==> src/rtl/wb_arbiter_pkg.sv <==
// wb_arbiter_pkg: shared register-id constants and the writeback entry type
package wb_arbiter_pkg;
    localparam int REG_ID_W = 5;
    localparam logic [REG_ID_W-1:0] REG_ZERO = '0;
    localparam int WB_XLEN = 32;
    typedef struct packed {
        logic [REG_ID_W-1:0] rd;
        logic [WB_XLEN-1:0]  data;
    } wb_entry_t;
endpackage

==> src/rtl/wb_fifo.sv <==
// wb_fifo: circular buffer of load results, entries exposed oldest-first for lookup
module wb_fifo
    import wb_arbiter_pkg::*;
#(
    parameter int W     = REG_ID_W + WB_XLEN,
    parameter int DEPTH = 4
) (
    input  logic                   clk,
    input  logic                   n_rst,
    input  logic                   push,
    input  logic [W-1:0]           push_data,
    input  logic                   pop,
    output logic [$clog2(DEPTH):0] count,
    output logic [W-1:0]           age_data [DEPTH],
    output logic [DEPTH-1:0]       age_valid
);
    localparam int PW = $clog2(DEPTH);
    localparam int CW = PW + 1;

    logic [W-1:0]  mem [DEPTH];
    logic [PW-1:0] rd_ptr;
    logic [PW-1:0] wr_ptr;

    // pointers wrap naturally since DEPTH is a power of two; count separates full from empty
    always_ff @(posedge clk or negedge n_rst) begin
        if (!n_rst) begin
            rd_ptr <= '0;
            wr_ptr <= '0;
            count  <= '0;
        end else begin
            if (push) wr_ptr <= wr_ptr + 1'b1;
            if (pop) rd_ptr <= rd_ptr + 1'b1;
            count <= count + CW'(push) - CW'(pop);
        end
    end

    // storage needs no reset: only slots marked valid are ever observed
    always_ff @(posedge clk) begin
        if (push) mem[wr_ptr] <= push_data;
    end

    // re-index storage by age so slot 0 is the head and higher slots are younger
    always_comb begin
        for (int i = 0; i < DEPTH; i++) begin
            age_data[i]  = mem[rd_ptr + PW'(i)];
            age_valid[i] = CW'(i) < count;
        end
    end
endmodule

==> src/rtl/wb_arbiter.sv <==
// wb_arbiter: merges ALU and buffered load results onto the register-file write port
module wb_arbiter
    import wb_arbiter_pkg::*;
#(
    parameter int XLEN  = 32,
    parameter int DEPTH = 4
) (
    input  logic                   clk,
    input  logic                   n_rst,
    input  logic                   alu_valid,
    output logic                   alu_ready,
    input  logic [REG_ID_W-1:0]    alu_rd,
    input  logic [XLEN-1:0]        alu_data,
    input  logic                   ld_valid,
    output logic                   ld_ready,
    input  logic [REG_ID_W-1:0]    ld_rd,
    input  logic [XLEN-1:0]        ld_data,
    output logic                   wb_wr_en,
    output logic [REG_ID_W-1:0]    wb_wr_id,
    output logic [XLEN-1:0]        wb_wr_data,
    input  logic [REG_ID_W-1:0]    q_id,
    output logic                   q_hit,
    output logic [XLEN-1:0]        q_data,
    output logic [$clog2(DEPTH):0] ld_count
);
    localparam int CW = $clog2(DEPTH) + 1;
    localparam int EW = REG_ID_W + XLEN;

    logic             full;
    logic             push;
    logic             pop;
    logic             alu_win;
    logic             grant;
    logic [EW-1:0]    sel;
    logic [EW-1:0]    age_data [DEPTH];
    logic [DEPTH-1:0] age_valid;

    // a full FIFO locks out the ALU so loads always make progress
    assign full      = ld_count == CW'(DEPTH);
    assign ld_ready  = !full;
    assign alu_ready = !full;
    assign push      = ld_valid && !full;
    assign alu_win   = alu_valid && !full;
    assign pop       = !alu_win && (ld_count != '0);
    assign grant     = alu_win || pop;
    assign sel       = alu_win ? {alu_rd, alu_data} : age_data[0];

    wb_fifo #(.W(EW), .DEPTH(DEPTH)) u_fifo (
        .clk       (clk),
        .n_rst     (n_rst),
        .push      (push),
        .push_data ({ld_rd, ld_data}),
        .pop       (pop),
        .count     (ld_count),
        .age_data  (age_data),
        .age_valid (age_valid)
    );

    // single write stage; x0 results are consumed without raising the enable
    always_ff @(posedge clk or negedge n_rst) begin
        if (!n_rst) begin
            wb_wr_en   <= 1'b0;
            wb_wr_id   <= '0;
            wb_wr_data <= '0;
        end else begin
            wb_wr_en <= grant && (sel[EW-1 -: REG_ID_W] != REG_ZERO);
            if (grant) {wb_wr_id, wb_wr_data} <= sel;
        end
    end

    // youngest pending value wins: output register first, then FIFO head-to-tail overrides
    always_comb begin
        q_hit  = 1'b0;
        q_data = '0;
        if (wb_wr_en && wb_wr_id == q_id) begin
            q_hit  = 1'b1;
            q_data = wb_wr_data;
        end
        for (int i = 0; i < DEPTH; i++) begin
            if (age_valid[i] && age_data[i][EW-1 -: REG_ID_W] == q_id) begin
                q_hit  = 1'b1;
                q_data = age_data[i][XLEN-1:0];
            end
        end
        if (q_id == REG_ZERO) begin
            q_hit  = 1'b0;
            q_data = '0;
        end
    end
endmodule

==> config.mk <==
export PLATFORM = sky130hd
export DESIGN_NAME = wb_arbiter
export DESIGN_NICKNAME = d
export VERILOG_FILES = /design/src/rtl/wb_arbiter_pkg.sv /design/src/rtl/wb_fifo.sv /design/src/rtl/wb_arbiter.sv
export SDC_FILE = /design/constraint.sdc
export NUM_CORES = 1
export LEC_CHECK = 0
export ABC_AREA = 0
export CAP_MARGIN = 20
export CORE_MARGIN = 2
export CORE_UTILIZATION = 56
export DETAILED_ROUTE_END_ITERATION = 10
export PLACE_DENSITY = 0.81
export SYNTH_ARGS = -nofsm -noshare
export SYNTH_HDL_FRONTEND = slang
export SYNTH_SLANG_ARGS = --single-unit
==> constraint.sdc <==
create_clock -name clk -period 4.1 [get_ports clk]
set_input_delay 0.82 -clock clk [delete_from_list [all_inputs] [get_ports clk]]
set_output_delay 0.82 -clock clk [all_outputs]
set_load 0.01 [all_outputs]
==> qor.txt, run 1 <==
Skew final - 0.0114 ns
Core area - 20400 µm²
Starting utilization of the core area - 0.574
Post-Syn Area - 11700 µm²
EDFF count, synth - 148
Diodes inserted - 0
Via Count - 10400
Antenna violations before repair - 1
Peak VDD IR - 0.451 mV
Reg clk slew, reported paths - 0.07 ns
Dpl cell area - 14000 µm²
Worst Path Arrival - 3.35 ns
Final non-filler cell area - 15300 µm²
Fin. max-slew vios - 0
Crit-path max cell delay - 0.53 ns
Nets@finish - 1365
Chip Height - 148 µm
FF-to-FF setup slack - 1.58 ns
CTS tree - done
PortBufs - 158
Fmax - 240 MHz
CP max FO - 11
I/O pin cnt - 159
Reg2reg path depth - 9
CTS max path bufs - 2
DRC Markers - 0
Num CTS Buffers - 17
Sw Pwr - 4620 µW
Worst r2r src - u_fifo.rd_ptr[0]
Buf/Inv on CP - 6
Htree depth - 4
ANT nets after route - 0
Post-Syn Nets - 1171
Vias in the first global route - 10000
Slew @ Worst Pin - 0.906 ns
Failing checks - setup timing
Fillers - 1299
Vias/cell - 6.65
Switch share - 0.424
Yosys cell types - 44
Total GRT Usage - 0.311
FP Rows - 52
Tcrit/Tclk final - 1.02
# hold bufs at CTS - 0
Max-cap violations - 0
PnR worst setup slack - -0.0717 ns
Total gr overflow - 0
Top_reg_cell synth - edfxtp_1
DR pass1 iterations - 5
Relative slew slack - 0.396
P_int - 6280 µW
Clk pwr share - 0.145
Reg power frac - 0.282
Die Area - 22000 µm²
Worst endpoint required time - 3.28 ns
Clock root buffer - clkbuf_16
Post-layout minimum cycle time - 4.17 ns
Register area share after synthesis - 0.477
Logic pwr share - 0.573
Element type at the critical path start - flip-flop
Avg WL per Cell - 23.6 µm
TritonCTS Sinks - 193
CP max-delay cell - dfrtp_4
R2r endpoint - wb_wr_data[24]
Fin util - 0.750
Worst-path cell chain - buf_6 > buf_6 > mux4_2 > xor2_1 > a211oi_2 > buf_4 > nand3_4 > nand2_2 > buf_12 > buf_12 > a211oi_1 > nor3_1 > buf_2
Power per cell area - 713 nW/µm²
Flops & latches, synth - 193
Final hold vios - 0
Crit path kind - reg -> out
Post-DP HPWL - 22100 µm
Status - finished, violations left
Crit path to - q_data[1]
Largest net degree at the start of global routing - 130
Skew-Pair Late Insertion Delay - 0.44 ns
RSZ-0062 raised after global routing - yes
Layout cells sized above 1 - 0.313
Stages on the worst setup path - 13
Syn Area/Cell - 10.8 µm²
Crit path capture type - output pin
Syn Inst Count - 1079
HP Class - in -> async
Placer Congestion - 0.857
First-pass GRT wire length - 53100 µm
WL final - 36700 µm
Initial DRC count - 990
Final-report setup violation count - 13
Lkg Pwr - 0.00556 µW
Top Family by Delay on Critical Path - buffers and inverters
Syn. warnings - 0
Die X - 148 µm
Area grow syn2layout - 30.7%
Critical path startpoint - u_fifo.rd_ptr[0]
Asr flop ratio synth - 0.233
power groups by stage:
| stage | clock network, µW | registers, µW | logic (µW) |
|---|---|---|---|
| 6_report | 1580 | 3080 | 6240 |
| 4_1_cts | 1580 | 3050 | 5700 |
| 5_1_grt | 1680 | 3130 | 6630 |
| 3_3_place_gp | 0 | 3100 | 5400 |
| 2_1_floorplan | 0 | 3050 | 3470 |
| 3_5_place_dp | 0 | 3130 | 5510 |
cell type report:
class | instances | area (µm²) | share of cell area
multi-input combinational | 767 | 6010 | 0.393
sequential | 193 | 5580 | 0.365
timing repair buffer | 281 | 2760 | 0.181
clock buffer | 17 | 425 | 0.0278
tap | 270 | 338 | 0.0221
clock inverter | 15 | 123 | 0.00803
inverter | 13 | 48.8 | 0.00319
cells in the final DEF (no fill, tap or decap), drive strengths merged, types with 9 or more instances in the layout:
cell,instances
mux2i,52
dfrtp,45
xnor2,9
buf,144
o21ai,121
xor2,18
and3,9
mux4,18
edfxtp,148
nand2,65
mux2,91
clkbuf,27
o211ai,32
clkdlybuf4s50,120
a22oi,14
a21oi,31
nor2,94
o32a,26
nor3,83
a211oi,62
inv,22
kinds of logic after synthesis:
group,after synthesis,synth area share
flip-flops,193,0.477
buffers and inverters,119,0.0464
multiplexers,161,0.167
AO/OA/AOI/OAI,297,0.173
XOR/XNOR,27,0.0202
adder cells (fa/ha/maj),9,0.0103
AND/OR/NAND/NOR,273,0.107
through the flow:
| stage | std cells | hold WS [ns] | setup WS (ns) | power [µW] | TNS (ns) |
|---|---|---|---|---|---|
| CTS | 1538 | 0.514 | -0.251 | 10300 | -1.02 |
| global route | 1556 | 0.535 | -0.195 | 11400 | -3.34 |
| global placement | 1489 | 0.496 | -0.460 | 8500 | -12.42 |
| floorplan | 1079 | 0.524 | 0.636 | 6520 | 0 |
| detailed placement | 1489 | 0.496 | -0.474 | 8640 | -13.42 |
| finish | 1556 | 0.504 | -0.0717 | 10900 | -0.562 |
registers in the layout, summed over array words and instances, names as in the netlist:
name,cells
wb_wr_en,1
u_fifo.count,3
u_fifo.mem,148
u_fifo.wr_ptr,2
u_fifo.rd_ptr,2
wb_wr_data,32
wb_wr_id,5
Yosys cell counts (5+ instances only):
cell type | n | area (µm²)
edfxtp_1 | 148 | 4440
a21oi_1 | 31 | 155
a211oi_2 | 20 | 250
xnor2_1 | 9 | 78.8
a22oi_1 | 14 | 105
buf_2 | 25 | 125
buf_6 | 7 | 78.8
ha_1 | 8 | 100
dfrtp_1 | 45 | 1130
clkbuf_1 | 58 | 218
a211oi_1 | 42 | 315
and3_1 | 9 | 56.3
o21ai_0 | 116 | 581
mux2_2 | 91 | 1020
inv_1 | 13 | 48.8
o32a_1 | 26 | 260
buf_1 | 13 | 48.8
mux2i_1 | 52 | 521
o211ai_1 | 32 | 240
xor2_1 | 18 | 158
nand2_1 | 65 | 244
nor2_1 | 94 | 353
nand3_1 | 7 | 35.0
mux4_2 | 18 | 405
nor3_2 | 8 | 80.1
nor3_1 | 75 | 375
o21ai_1 | 5 | 25.0
worst reg2reg max path: cells and delay by family, from the launching register on:
family | cells | cell delay (ns)
buf+inv | 4 | 1.23
flops | 1 | 0.48
compound gates | 3 | 0.41
simple gates | 2 | 0.25
timing repair:
| item | in CTS | in global routing |
|---|---|---|
| gates resized for setup | 123 | 121 |
| cloned | 2 | 4 |
| setup endpoints to repair | 33 | 32 |
| buffers inserted | 15 | 19 |
| pin swaps | 22 | 46 |
how the worst min path moves through the flow:
stage,endpoint,slack [ns],cells after the start
2_1_floorplan,u_fifo.count[0],0.52,0
5_1_grt,wb_wr_data[20],0.54,1
3_3_place_gp,wb_wr_data[7],0.50,2
3_5_place_dp,wb_wr_data[7],0.50,2
4_1_cts,wb_wr_data[19],0.51,1
6_report,wb_wr_data[20],0.50,1
layer usage:
metal / global-route usage / part of all wire / vias to the layer above
met3: 0.0638 / 0.11 / 135
li1: - / - / 4491
met1: 0.408 / 0.38 / 5008
met5: 0 / 0.00035 / -
met2: 0.506 / 0.47 / 717
met4: 0.134 / 0.037 / 2
(Power assumes the default switching activity.)
==> inputs of run 2 (changes only) <==
--- a/config.mk
+++ b/config.mk
@@ -8,9 +8,9 @@
 export ABC_AREA = 0
 export CAP_MARGIN = 20
 export CORE_MARGIN = 2
-export CORE_UTILIZATION = 56
+export CORE_UTILIZATION = 45
 export DETAILED_ROUTE_END_ITERATION = 10
-export PLACE_DENSITY = 0.81
+export PLACE_DENSITY = 0.68
 export SYNTH_ARGS = -nofsm -noshare
 export SYNTH_HDL_FRONTEND = slang
 export SYNTH_SLANG_ARGS = --single-unit
==> constraint.sdc (replaced) <==
create_clock -name clk -period 5.28 [get_ports clk]
set_input_delay 1.056 -clock clk [delete_from_list [all_inputs] [get_ports clk]]
set_output_delay 1.056 -clock clk [all_outputs]
set_load 0.01 [all_outputs]
==> run 2 against run 1 <==
The flow now finishes without violations. Core utilization down 19 points. Power decreased by 29%. Setup slack improved by 0.31 ns. Count of clock-buffer cells in the layout increased by 2. First-iteration DRC count fell by 19%. Clock power shrank 23%. Critical path depth decreased by 3. Sequential power fell by 21%. Register-to-register slack better by 0.92 ns. Final area decreased by 7.4%. Die area is 24% higher. Sequential share of layout area is 2.9 points higher. Critical path type is now in -> out. Critical endpoint is now q_data[21].
==> qor.txt, run 2 (synthesis results as in run 1) <==
TritonCTS Sinks - 193
Final-report setup violation count - 0
WL final - 32500 µm
DRC Markers - 0
Clock root buffer - clkbuf_16
Worst Path Arrival - 3.98 ns
Final hold vios - 0
Htree depth - 4
Post-layout minimum cycle time - 5.04 ns
ANT nets after route - 0
Biggest register - u_fifo.mem
Starting utilization of the core area - 0.462
FP Rows - 58
Commonest non-fill, non-tap cell in the layout - clkdlybuf4s50_1
Hold Path Stages - 2
Reg2reg path depth - 6
HP Start - wb_wr_data[15]
Chip Height - 165 µm
Crit path kind - in -> out
I/O pin cnt - 159
Tcrit/Tclk final - 0.954
Layout cells sized above 1 - 0.183
Peak VDD IR - 0.350 mV
Fillers - 2164
CTS max path bufs - 2
HP Class - reg -> reg
Worst endpoint required time - 4.22 ns
Core area - 25300 µm²
FF-to-FF setup slack - 2.50 ns
R2r endpoint - wb_wr_data[8]
Skew final - 0.0114 ns
Antenna violations before repair - 1
Initial DRC count - 803
PortBufs - 158
Fmax - 199 MHz
Post-DP HPWL - 21100 µm
CP max-delay cell - clkdlybuf4s50_1
Max reg flops - 148
CP max FO - 24
Worst r2r src - u_fifo.rd_ptr[1]
Buf/Inv on CP - 3
Status - finished clean
RSZ-0062 raised after global routing - no
Avg WL per Cell - 21.3 µm
Max-cap violations - 0
Total gr overflow - 0
Die X - 165 µm
DR pass1 iterations - 5
Fin. max-slew vios - 0
Relative slew slack - 0.338
Reg clk slew, reported paths - 0.07 ns
Vias in the first global route - 9227
Element type at the critical path start - input pin
Slew @ Worst Pin - 0.993 ns
Placed cell count - 1497
Power per cell area - 546 nW/µm²
Fin cells - 1531
Nets@finish - 1279
Most frequent cells in the layout - clkdlybuf4s50_1, edfxtp_1, o21ai_0, nor2_1, mux2_2
Placer Congestion - 0.824
Num CTS Buffers - 17
Skew-Pair Late Insertion Delay - 0.43 ns
Crit path capture type - output pin
Top Family by Delay on Critical Path - buffers and inverters
Biggest regs - u_fifo.mem: 148 flops, wb_wr_data: 32 flops, wb_wr_id: 5 flops
Hold EP - wb_wr_data[15]
Vias/cell - 6.07
Via Count - 9292
Largest net degree at the start of global routing - 107
CTS tree - done
First-pass GRT wire length - 50400 µm
Area grow syn2layout - 21.1%
Lkg Pwr - 0.00483 µW
Worst-path cell chain - clkdlybuf4s50_1 > nor2b_1 > mux2i_1 > a21oi_1 > and3_4 > buf_12 > nor3_1 > o32a_1 > nor3_1 > clkdlybuf4s50_1
Total GRT Usage - 0.243
Setup_tns - 0 ns
Die Area - 27300 µm²
Crit-path max cell delay - 0.61 ns
==> run 2: worst max path at each step <==
| stage | startpoint | endpoint | slack, ns | cells past startpoint |
|---|---|---|---|---|
| after floorplan | q_id[3] | q_data[29] | 1.34 | 10 |
| after global placement | q_id[4] | q_data[21] | 0.28 | 10 |
| after detailed placement | q_id[4] | q_data[21] | 0.20 | 10 |
| after CTS | u_fifo.rd_ptr[1] | q_data[21] | 0.17 | 9 |
| after global routing | q_id[4] | q_data[21] | 0.02 | 10 |
| final | q_id[4] | q_data[21] | 0.24 | 10 |
==> run 2: routing by layer <==
layer / vias up / GRT usage / share of wire
li1: 4315 / - / -
met1: 4537 / 0.321 / 0.44
met2: 385 / 0.395 / 0.47
met3: 55 / 0.0522 / 0.076
met4: 0 / 0.0870 / 0.023
met5: - / 0 / 0
==> run 2: per-stage QoR <==
stage / setup slack (ns) / hold WS [ns] / total power, µW / util / area [µm²]
floorplan: 1.34 / 0.525 / 5070 / - / 11700
global placement: 0.284 / 0.502 / 6420 / 0.537 / 13600
detailed placement: 0.204 / 0.514 / 6490 / 0.537 / 13600
CTS: 0.174 / 0.533 / 7720 / 0.558 / 14100
global route: 0.0242 / 0.560 / 8210 / 0.559 / 14100
finish: 0.243 / 0.530 / 7720 / 0.559 / 14200
==> run 2: cell type report <==
class,count,area (µm²),share of cell area
multi-input cells,767,5640,0.398
flip-flops and latches,193,5580,0.394
clock inverters,13,104,0.00734
clock buffers,19,433,0.0306
repair buffers,195,1940,0.137
inverters,13,48.8,0.00345
well taps,330,413,0.0292
diodes,1,2.50,0.000177
==> run 2: worst min-delay path, stage by stage (launching register included) <==
cell,delay (ns)
dfrtp_1,0.38
nand2_1,0.05
o21ai_0,0.06
==> run 2: power breakdown <==
group / leakage [µW] / total, µW / internal [µW] / switching [µW]
Sequential: 0.00188 / 2440 / 2080 / 364
Combinational: 0.00270 / 4070 / 1840 / 2230
Clock: 0.000248 / 1210 / 612 / 601
==> run 2: what timing repair did <==
item                                    4_1_cts  5_1_grt
setup buffers                                 0        1
gates resized for setup                       0        1
endpoints found under the setup margin        0        4
hold buffers                                  0        0
